`config.mk`:
```
export PLATFORM = sky130hd
export DESIGN_NAME = rgb_pwm_ctrl
export DESIGN_NICKNAME = d
export VERILOG_FILES = /design/src/rtl/rgb_pkg.sv /design/src/rtl/pwm_channel.sv /design/src/rtl/rgb_pwm_ctrl.sv
export SDC_FILE = /design/constraint.sdc
export NUM_CORES = 1
export LEC_CHECK = 0
export CAP_MARGIN = 15
export CORE_UTILIZATION = 57
export CTS_CLUSTER_DIAMETER = 40
export DETAILED_ROUTE_END_ITERATION = 10
export HOLD_SLACK_MARGIN = 0.05
export PLACE_DENSITY = 0.84
export SKIP_CTS_REPAIR_TIMING = 1
export SYNTH_ARGS = -nofsm -noshare
export SYNTH_HDL_FRONTEND = slang
export SYNTH_SLANG_ARGS = --single-unit
```
`constraint.sdc`:
```
create_clock -name clk -period 4.1 [get_ports clk]
set_input_delay 1.025 -clock clk [delete_from_list [all_inputs] [get_ports clk]]
set_output_delay 1.025 -clock clk [all_outputs]
set_load 0.02 [all_outputs]
```
`src/rtl/rgb_pkg.sv`:
```
// Shared definitions for the RGB PWM controller: channel indices, duty word
// layout, FSM state encoding and the default prescaler divider.
package rgb_pkg;

    localparam int CH_R   = 0;
    localparam int CH_G   = 1;
    localparam int CH_B   = 2;
    localparam int NUM_CH = 3;

    localparam int DUTY_CH_W  = 8;
    localparam int DUTY_R_LSB = 0;
    localparam int DUTY_G_LSB = 8;
    localparam int DUTY_B_LSB = 16;

    // 25 MHz / (97 * 256) gives a frame rate of about 1 kHz
    localparam int DIV_DEFAULT = 97;

    typedef enum logic [1:0] {
        IDLE  = 2'd0,
        RUN   = 2'd1,
        DRAIN = 2'd2
    } state_e;

    // Extract one channel's duty byte from the packed 24-bit duty word
    function automatic logic [DUTY_CH_W-1:0] duty_slice(input logic [23:0] word, input int ch);
        case (ch)
            CH_G:    return word[DUTY_G_LSB +: DUTY_CH_W];
            CH_B:    return word[DUTY_B_LSB +: DUTY_CH_W];
            default: return word[DUTY_R_LSB +: DUTY_CH_W];
        endcase
    endfunction

endpackage

```
`src/rtl/pwm_channel.sv`:
```
// One PWM colour channel: active duty register, optional slew toward the
// applied target, and the registered step comparator.
// Optional feature: RGB_PWM_CTRL_SLEW_EN moves the active duty by +/-1 per
// frame toward the target instead of jumping to it.
module pwm_channel
    import rgb_pkg::*;
#(
    parameter int STEPS_W = 8
) (
    input  logic               clk,
    input  logic               rst_n,
    input  logic               run,
    input  logic               frame_start,
    input  logic               apply,
    input  logic [STEPS_W-1:0] duty_new,
    input  logic [STEPS_W-1:0] step,
    output logic               pwm,
    output logic               slewing
);

    logic [STEPS_W-1:0] active_q;
    logic [STEPS_W-1:0] active_nxt;

`ifdef RGB_PWM_CTRL_SLEW_EN
    logic [STEPS_W-1:0] target_q;
    logic [STEPS_W-1:0] target_nxt;

    // Target follows every applied word; active creeps one LSB per frame toward it
    always_comb begin
        target_nxt = apply ? duty_new : target_q;
        active_nxt = active_q;
        if (frame_start) begin
            if (active_q < target_nxt) begin
                active_nxt = active_q + 1'b1;
            end else if (active_q > target_nxt) begin
                active_nxt = active_q - 1'b1;
            end
        end
        slewing = (active_q != target_q);
    end

    // Target register
    always_ff @(posedge clk or negedge rst_n) begin
        if (!rst_n) begin
            target_q <= '0;
        end else begin
            target_q <= target_nxt;
        end
    end
`else
    // Without slewing the applied word lands directly in the active register
    always_comb begin
        active_nxt = apply ? duty_new : active_q;
        slewing    = 1'b0;
    end
`endif

    // Active duty and comparator output; the comparator looks at the value
    // being loaded so a new duty shows on the pin one clock after frame_start
    always_ff @(posedge clk or negedge rst_n) begin
        if (!rst_n) begin
            active_q <= '0;
            pwm      <= 1'b0;
        end else begin
            active_q <= active_nxt;
            pwm      <= run && (step < active_nxt);
        end
    end

endmodule

```
`src/rtl/rgb_pwm_ctrl.sv`:
```
// Three-channel RGB PWM controller: run/drain FSM, prescaler and step
// counter, and a single-slot duty handshake that is applied at frame
// boundaries so a frame never changes duty mid-way.
// Optional feature: RGB_PWM_CTRL_SLEW_EN (see pwm_channel).
module rgb_pwm_ctrl
    import rgb_pkg::*;
#(
    parameter int DIV     = DIV_DEFAULT,
    parameter int STEPS_W = 8
) (
    input  logic        clk,
    input  logic        rst_n,
    input  logic        enable,
    input  logic [23:0] duty_in,
    input  logic        duty_valid,
    output logic        duty_ready,
    output logic [2:0]  pwm_out,
    output logic        frame_start,
    output logic        busy
);

    localparam int                 PRESC_W    = (DIV > 1) ? $clog2(DIV) : 1;
    localparam logic [PRESC_W-1:0] PRESC_LAST = PRESC_W'(DIV - 1);
    localparam logic [STEPS_W-1:0] STEP_LAST  = '1;

    state_e              state_q;
    state_e              state_nxt;
    logic [PRESC_W-1:0]  presc_q;
    logic [STEPS_W-1:0]  step_q;
    logic                pending_q;
    logic [23:0]         pending_word_q;
    logic                running;
    logic                last_tick;
    logic                handshake;
    logic                apply;
    logic [NUM_CH-1:0]   slewing;

    assign running     = (state_q != IDLE);
    assign last_tick   = (presc_q == PRESC_LAST) && (step_q == STEP_LAST);
    assign frame_start = running && (presc_q == '0) && (step_q == '0);
    assign duty_ready  = !pending_q;
    assign handshake   = duty_valid && !pending_q;
    // In IDLE nothing is on the pins, so a pending word can land at once
    assign apply       = pending_q && (!running || frame_start);

    // FSM state register
    always_ff @(posedge clk or negedge rst_n) begin
        if (!rst_n) begin
            state_q <= IDLE;
        end else begin
            state_q <= state_nxt;
        end
    end

    // FSM next state and busy indication
    always_comb begin
        state_nxt = state_q;
        busy      = running || (|slewing);
        case (state_q)
            IDLE:    if (enable) state_nxt = RUN;
            RUN:     if (!enable) state_nxt = DRAIN;
            DRAIN: begin
                if (enable) begin
                    state_nxt = RUN;
                end else if (last_tick) begin
                    state_nxt = IDLE;
                end
            end
            default: state_nxt = IDLE;
        endcase
    end

    // Prescaler and step counter, parked at zero while idle
    always_ff @(posedge clk or negedge rst_n) begin
        if (!rst_n) begin
            presc_q <= '0;
            step_q  <= '0;
        end else if (!running) begin
            presc_q <= '0;
            step_q  <= '0;
        end else if (presc_q == PRESC_LAST) begin
            presc_q <= '0;
            step_q  <= step_q + 1'b1;
        end else begin
            presc_q <= presc_q + 1'b1;
        end
    end

    // Single-slot pending duty word; a same-cycle accept wins over the clear
    always_ff @(posedge clk or negedge rst_n) begin
        if (!rst_n) begin
            pending_q      <= 1'b0;
            pending_word_q <= '0;
        end else begin
            if (handshake) begin
                pending_q      <= 1'b1;
                pending_word_q <= duty_in;
            end else if (apply) begin
                pending_q      <= 1'b0;
            end
        end
    end

    for (genvar ch = 0; ch < NUM_CH; ch++) begin : g_ch
        pwm_channel #(
            .STEPS_W (STEPS_W)
        ) u_ch (
            .clk         (clk),
            .rst_n       (rst_n),
            .run         (running),
            .frame_start (frame_start),
            .apply       (apply),
            .duty_new    (STEPS_W'(duty_slice(pending_word_q, ch))),
            .step        (step_q),
            .pwm         (pwm_out[ch]),
            .slewing     (slewing[ch])
        );
    end

endmodule

```
## Word-level counts from Yosys, hierarchy flattened

Index checks and enable logic that the tools add are counted.

| word-level totals | value |
|---|---|
| register bits after elaboration | 69 |
| input bits | 28 |
| output and inout port bits | 6 |
| logic and storage cells | 55 |

| operators by class | value |
|---|---|
| $add $sub $neg | 2 |
| $lt $le $gt $ge | 3 |
| equal/unequal tests | 8 |
| muxes and demuxes | 14 |
| reduce and logical (&&, ||, !) cells | 17 |

Operators with widths:

| kind | number |
|---|---|
| $mux 8 | 5 |
| $lt 8x8->1 | 3 |
| $mux 7 | 2 |
| $add 8x1->8 const B | 1 |
| $eq 8x8->1 const B | 1 |
| $logic_and 1x1->1 | 8 |
| $logic_not 8->1 | 1 |
| $mux 2 | 4 |
| $add 7x1->7 const B | 1 |
| $eq 7x7->1 const B | 1 |
| $logic_not 7->1 | 1 |
| $ne 2x2->1 const B | 3 |
| $pmux 2 s3 | 1 |
| $reduce_bool 2->1 | 2 |
| $ne 3x3->1 const B | 1 |
| $reduce_and 3->1 | 1 |
| $eq 2x1->1 const B | 1 |
| $eq 2x2->1 const B | 1 |
| $logic_not 1->1 | 2 |
| $logic_not 2->1 | 1 |
| $mux 1 | 2 |
| $logic_or 1x1->1 | 1 |

## Longest topological paths before layout

| depth | value |
|---|---|
| word-level depth | 8 |
| mapped depth | 14 |
| depth with buffers taken out | 13 |

## Hierarchy

A second synthesis with hierarchy kept.

| second synthesis, totals | value |
|---|---|
| cell total of the unflattened synthesis | 292 |
| area total of the unflattened synthesis | 3,404.5 um^2 |

By module, submodules not included:

| module | instances | cells each | area an instance (um^2) |
|---|---|---|---|
| rgb_pwm_ctrl | 1 | 154 | 1,854.3 |
| pwm_channel at g_ch[0].u_ch ... | 2 | 46 | 515.5 |
| pwm_channel at g_ch[2].u_ch | 1 | 46 | 519.2 |

## Worst setup path before layout

OpenSTA, ideal clock, no wires.

| timing path | value |
|---|---|
| path type | register -> register |
| start | register step_q[1] |
| end | register g_ch[2].u_ch.pwm |
| setup time | 0.066 ns |
| arrival | 2.830 ns |
| data required time | 4.034 ns |
| path slack | 1.204 ns |
| stages on the path, launching flop included | 15 |
| buffers on the path | 1 |
| period minus slack after synthesis | 2.896 ns |
| cell sequence | dfrtp_1 -> inv_1 -> ha_1 -> nor4b_2 -> nand4_1 -> o21ai_2 -> buf_6 -> mux2_2 -> inv_1 -> ha_1 -> a211oi_1 -> nor2_1 -> nor3_1 -> nor4b_1 -> a22o_1 |

| between the ends | value |
|---|---|
| longest elaborated chain between the ends | 7 |

RTL lines:

| element | RTL line | source |
|---|---|---|
| start: declaration | rgb_pwm_ctrl.sv:29 | `logic [STEPS_W-1:0] step_q;` |
| start signal: assignment | rgb_pwm_ctrl.sv:83 | `step_q <= step_q + 1'b1;` |
| $logic_not 8->1 | rgb_pwm_ctrl.sv:40 | `assign frame_start = running && (presc_q == '0) && (step_q == '0);` |
| $logic_and 1x1->1 | rgb_pwm_ctrl.sv:40 |  |
| $logic_or 1x1->1 | rgb_pwm_ctrl.sv:44 | `assign apply = pending_q && (!running \|\| frame_start);` |
| $logic_and 1x1->1 | rgb_pwm_ctrl.sv:44 |  |
| $mux 8 | pwm_channel.sv:53 | `active_nxt = apply ? duty_new : active_q;` |
| named net g_ch[2].u_ch.active_nxt[5] | pwm_channel.sv:22 | `logic [STEPS_W-1:0] active_nxt;` |
| $lt 8x8->1 | pwm_channel.sv:66 | `pwm <= run && (step < active_nxt);` |
| $logic_and 1x1->1 | pwm_channel.sv:66 |  |
| end signal: assignment | pwm_channel.sv:66 |  |
| end: declaration | pwm_channel.sv:17 | `output logic pwm,` |

The timed path passes the listed nets, and every way through them passes these cells.
A chain may end at the register's enable or synchronous reset.

## Worst setup path after layout

| timing path | value |
|---|---|
| start | register step_q[0] |
| end | register g_ch[1].u_ch.pwm |

| between the ends | value |
|---|---|
| longest elaborated chain between the ends | 7 |

RTL lines:

| element | RTL line |
|---|---|
| $logic_not 8->1 | rgb_pwm_ctrl.sv:40 |
| $logic_and 1x1->1 | rgb_pwm_ctrl.sv:40 |
| $logic_or 1x1->1 | rgb_pwm_ctrl.sv:44 |
| $logic_and 1x1->1 | rgb_pwm_ctrl.sv:44 |
| $mux 8 | pwm_channel.sv:53 |
| named net g_ch[1].u_ch.active_nxt[5] | pwm_channel.sv:22 |
| $lt 8x8->1 | pwm_channel.sv:66 |
| $logic_and 1x1->1 | pwm_channel.sv:66 |
| end signal: assignment | pwm_channel.sv:66 |
| end: declaration | pwm_channel.sv:17 |

The timed path passes the listed nets, and every way through them passes these cells.

==> impl_metrics.py <==
metrics = {
    "outcome": {
        "status": "finished, final reports clean",
    },
    "cells_and_area": {
        "n_antenna_cell": 0,
        "layout-drive-gt1-share": 0.1738,
        "nets": 376,
        "synthToLayoutAreaGrowth_pct": 16.85,
        "n_fill_cell": 412,
        "register_area_mm2": 0.001727,
        "most-common-layout-cells": "69 x dfrtp_1, 33 x inv_1, 32 x clkdlybuf4s50_1",
        "layout_commonest_cell": "dfrtp_1",
        "multi_input_area_mm2": 0.001459,
    },
    "timing": {
        "maxSlewHeadroom": 0.5323,
        "hold_viol": 0,
        "worst_slack_ns": 0.6924,
        "fmax_mhz": 293.5,
        "fin_worst_skew_ns": 0.004437,
        "finalSetupViolCount": 0,
        "rsz0062_at_grt": "no",
        "finalCritPeriodShare": 0.8311,
        "tns_ns": 0,
        "finalCriticalPeriod_ns": 3.408,
        "drv_slew": 0,
        "tightestPinTransition_ns": 0.6983,
    },
    "worst_setup_path": {
        "path_buf_inv": 3,
        "critPathMaxFanout": 10,
        "crit_chain": "inv_1 > ha_1 > nor4b_2 > nand4_1 > o21ai_2 > buf_4 > mux2_2 > inv_1 > ha_1 > and4_1 > a2111oi_0 > and3_1",
        "critPathLaunchType": "flip-flop",
        "r2r_slack_ns": 0.69,
        "crit_type": "flip-flop to flip-flop",
        "arrival_ns": 3.69,
        "cp-end-kind": "flip-flop",
        "required_ns": 4.38,
        "cp_top_family": "simple AND/OR/NAND/NOR gates",
        "cpMaxStageDelayCell": "dfrtp_1",
        "max_stage_delay_ns": 0.49,
    },
    "cts": {
        "cts_tree": "done",
        "cts.path.max_buffers": 2,
        "path_clk_slew_ns": 0.07,
        "clkLatencyLatePin_ns": 0.34,
        "htreeDepth": 3,
        "cts_root_buffer": "clkbuf_8",
        "cts.sinks": 69,
        "cts_buffers": 9,
    },
    "synth": {
        "async_flop_share": 1.000,
        "synth.yosys.seq_area_share": 0.5111,
        "ys_warn_count": 0,
        "syn_nets": 337,
        "synth.area.top_cells": "dfrtp_1 51%, mux2_2 9.3%, ha_1 9.3%, mux2i_1 5.3%, inv_1 3.7%",
        "synth_edf_count": 0,
        "synth-seq-cells": 69,
        "syn_avg_cell_area_um2": 11.90,
        "synth_ff_type": "dfrtp_1",
        "synth_area_mm2": 0.003378,
        "synth_top_cell_by_area": "dfrtp_1",
        "synth_top_area_frac": 0.5111,
        "synth_cell_types": 39,
        "postSynthCellCount": 284,
    },
    "detailed_routing": {
        "vias": 2193,
        "drt-wirelength-per-cell_um": 15.94,
        "drtPass1Iterations": 4,
        "drc": 0,
        "routed_via_density": 5.483,
        "drtIter0Drc": 108,
        "drt_wl_total_um": 6374,
        "postRouteAntennaNets": 0,
    },
    "global_route": {
        "grt_overflow": 0,
        "antenna_found_initial": 0,
        "grt_pass1_vias": 2315,
        "gr-usage-all-layers": 0.2382,
        "grt_max_degree": 33,
        "grt_pass1_wl_um": 11070,
    },
    "power": {
        "max-vdd-ir-drop_mv": 0.3604,
        "power_density_mw_per_mm2": 620.9,
        "p_leak_nw": 1.898,
    },
    "floorplanning": {
        "die_y_um": 78.99,
        "initial_core_util": 0.6024,
        "io_pins": 34,
        "rows": 27,
        "dieWidth_um": 78.99,
        "core_region_area_mm2": 0.005608,
        "die-area_mm2": 0.006239,
    },
    "placement": {
        "gp_congestion": 0.8204,
        "pre_cts_slack_ns": 0.7518,
        "portBuffers": 33,
        "post-dp-hpwl_um": 4620,
    },
    "worst_hold_path": {
        "hold_path_class": "flip-flop to flip-flop",
    },
    "job": {
        "cap_violations": 0,
    },
}
[layout make-up]
cell class                 count  area share
clock inverter                 4    0.005705
tap                           72     0.02282
multi-input combinational    171      0.3696
inverter                      33     0.03138
clock buffer                  12     0.03930
timing repair buffer          39     0.09382
sequential                    69      0.4374
[worst min-delay path, stage by stage (launching register included)]
cell	delay, ns
dfrtp_1	0.32
mux2i_1	0.08
inv_1	0.06
[worst paths after layout]
check	end	depth (start not counted)	start
min	g_ch[2].u_ch.active_q[4]	2	g_ch[2].u_ch.active_q[4]
min reg2reg	g_ch[2].u_ch.active_q[4]	2	g_ch[2].u_ch.active_q[4]
max	g_ch[1].u_ch.pwm	12	step_q[0]
min in group asynchronous	pending_word_q[5]	1	rst_n
max reg2reg	g_ch[1].u_ch.pwm	12	step_q[0]
max in group asynchronous	g_ch[0].u_ch.active_q[3]	2	rst_n
[Yosys cell counts (2+ instances only)]
master      n
a2111oi_0   2
a211o_1     2
a21boi_0    2
a21o_1      2
a21oi_1     7
a32oi_1     2
and2_1      2
and3_1      5
and4_1      3
buf_4       4
buf_6       2
clkbuf_1    5
dfrtp_1    69
ha_1       25
inv_1      33
mux2_2     28
mux2i_1    18
nand2_1     6
nand3_1     3
nand4_1     6
nor2_1     21
nor2b_1     2
nor3_1      2
nor4b_1     2
o211ai_1    2
o21ai_0     7
or3_1       2
xnor2_1     4
xor2_1      6
[metal layers]
metal  global-route usage  wire length [µm]
met1               0.3200              3015
met3              0.06207               201
met2               0.3819              3084
met4              0.06727                73
met5                    0                 0
[stage by stage]
step                total power [mW]  std cells  area (µm²)  hold WS (ns)    util
detailed placement             1.972        384        3770        0.4818  0.6722
finish                         2.451        400        3948        0.4940  0.7039
global placement               1.912        384        3770        0.4632  0.6722
CTS                            2.471        400        3948        0.4978  0.7039
floorplan                      1.714        284        3378        0.4466       -
global route                   2.638        400        3948        0.5132  0.7039
[cell families after synthesis]
| logic type | synth area share |
|---|---|
| flops | 0.5111 |
| buf+inv | 0.05778 |
| xor+xnor | 0.02592 |
| simple gates | 0.1056 |
| fa+ha+maj | 0.09259 |
| compound gates | 0.06037 |
| mux | 0.1467 |
[state kept, by name, indices dropped and copies added (netlist names)]
name                cells
g_ch.u_ch.pwm           3
step_q                  8
presc_q                 7
pending_word_q         24
pending_q               1
state_q                 2
g_ch.u_ch.active_q     24
[report_power, final]
group          switching [mW]  internal [mW]
combinational           0.453          0.433
sequential              0.119          0.948
clock                   0.248          0.249
total                   0.821           1.63
No activity file was read; power rests on OpenSTA's default activity.
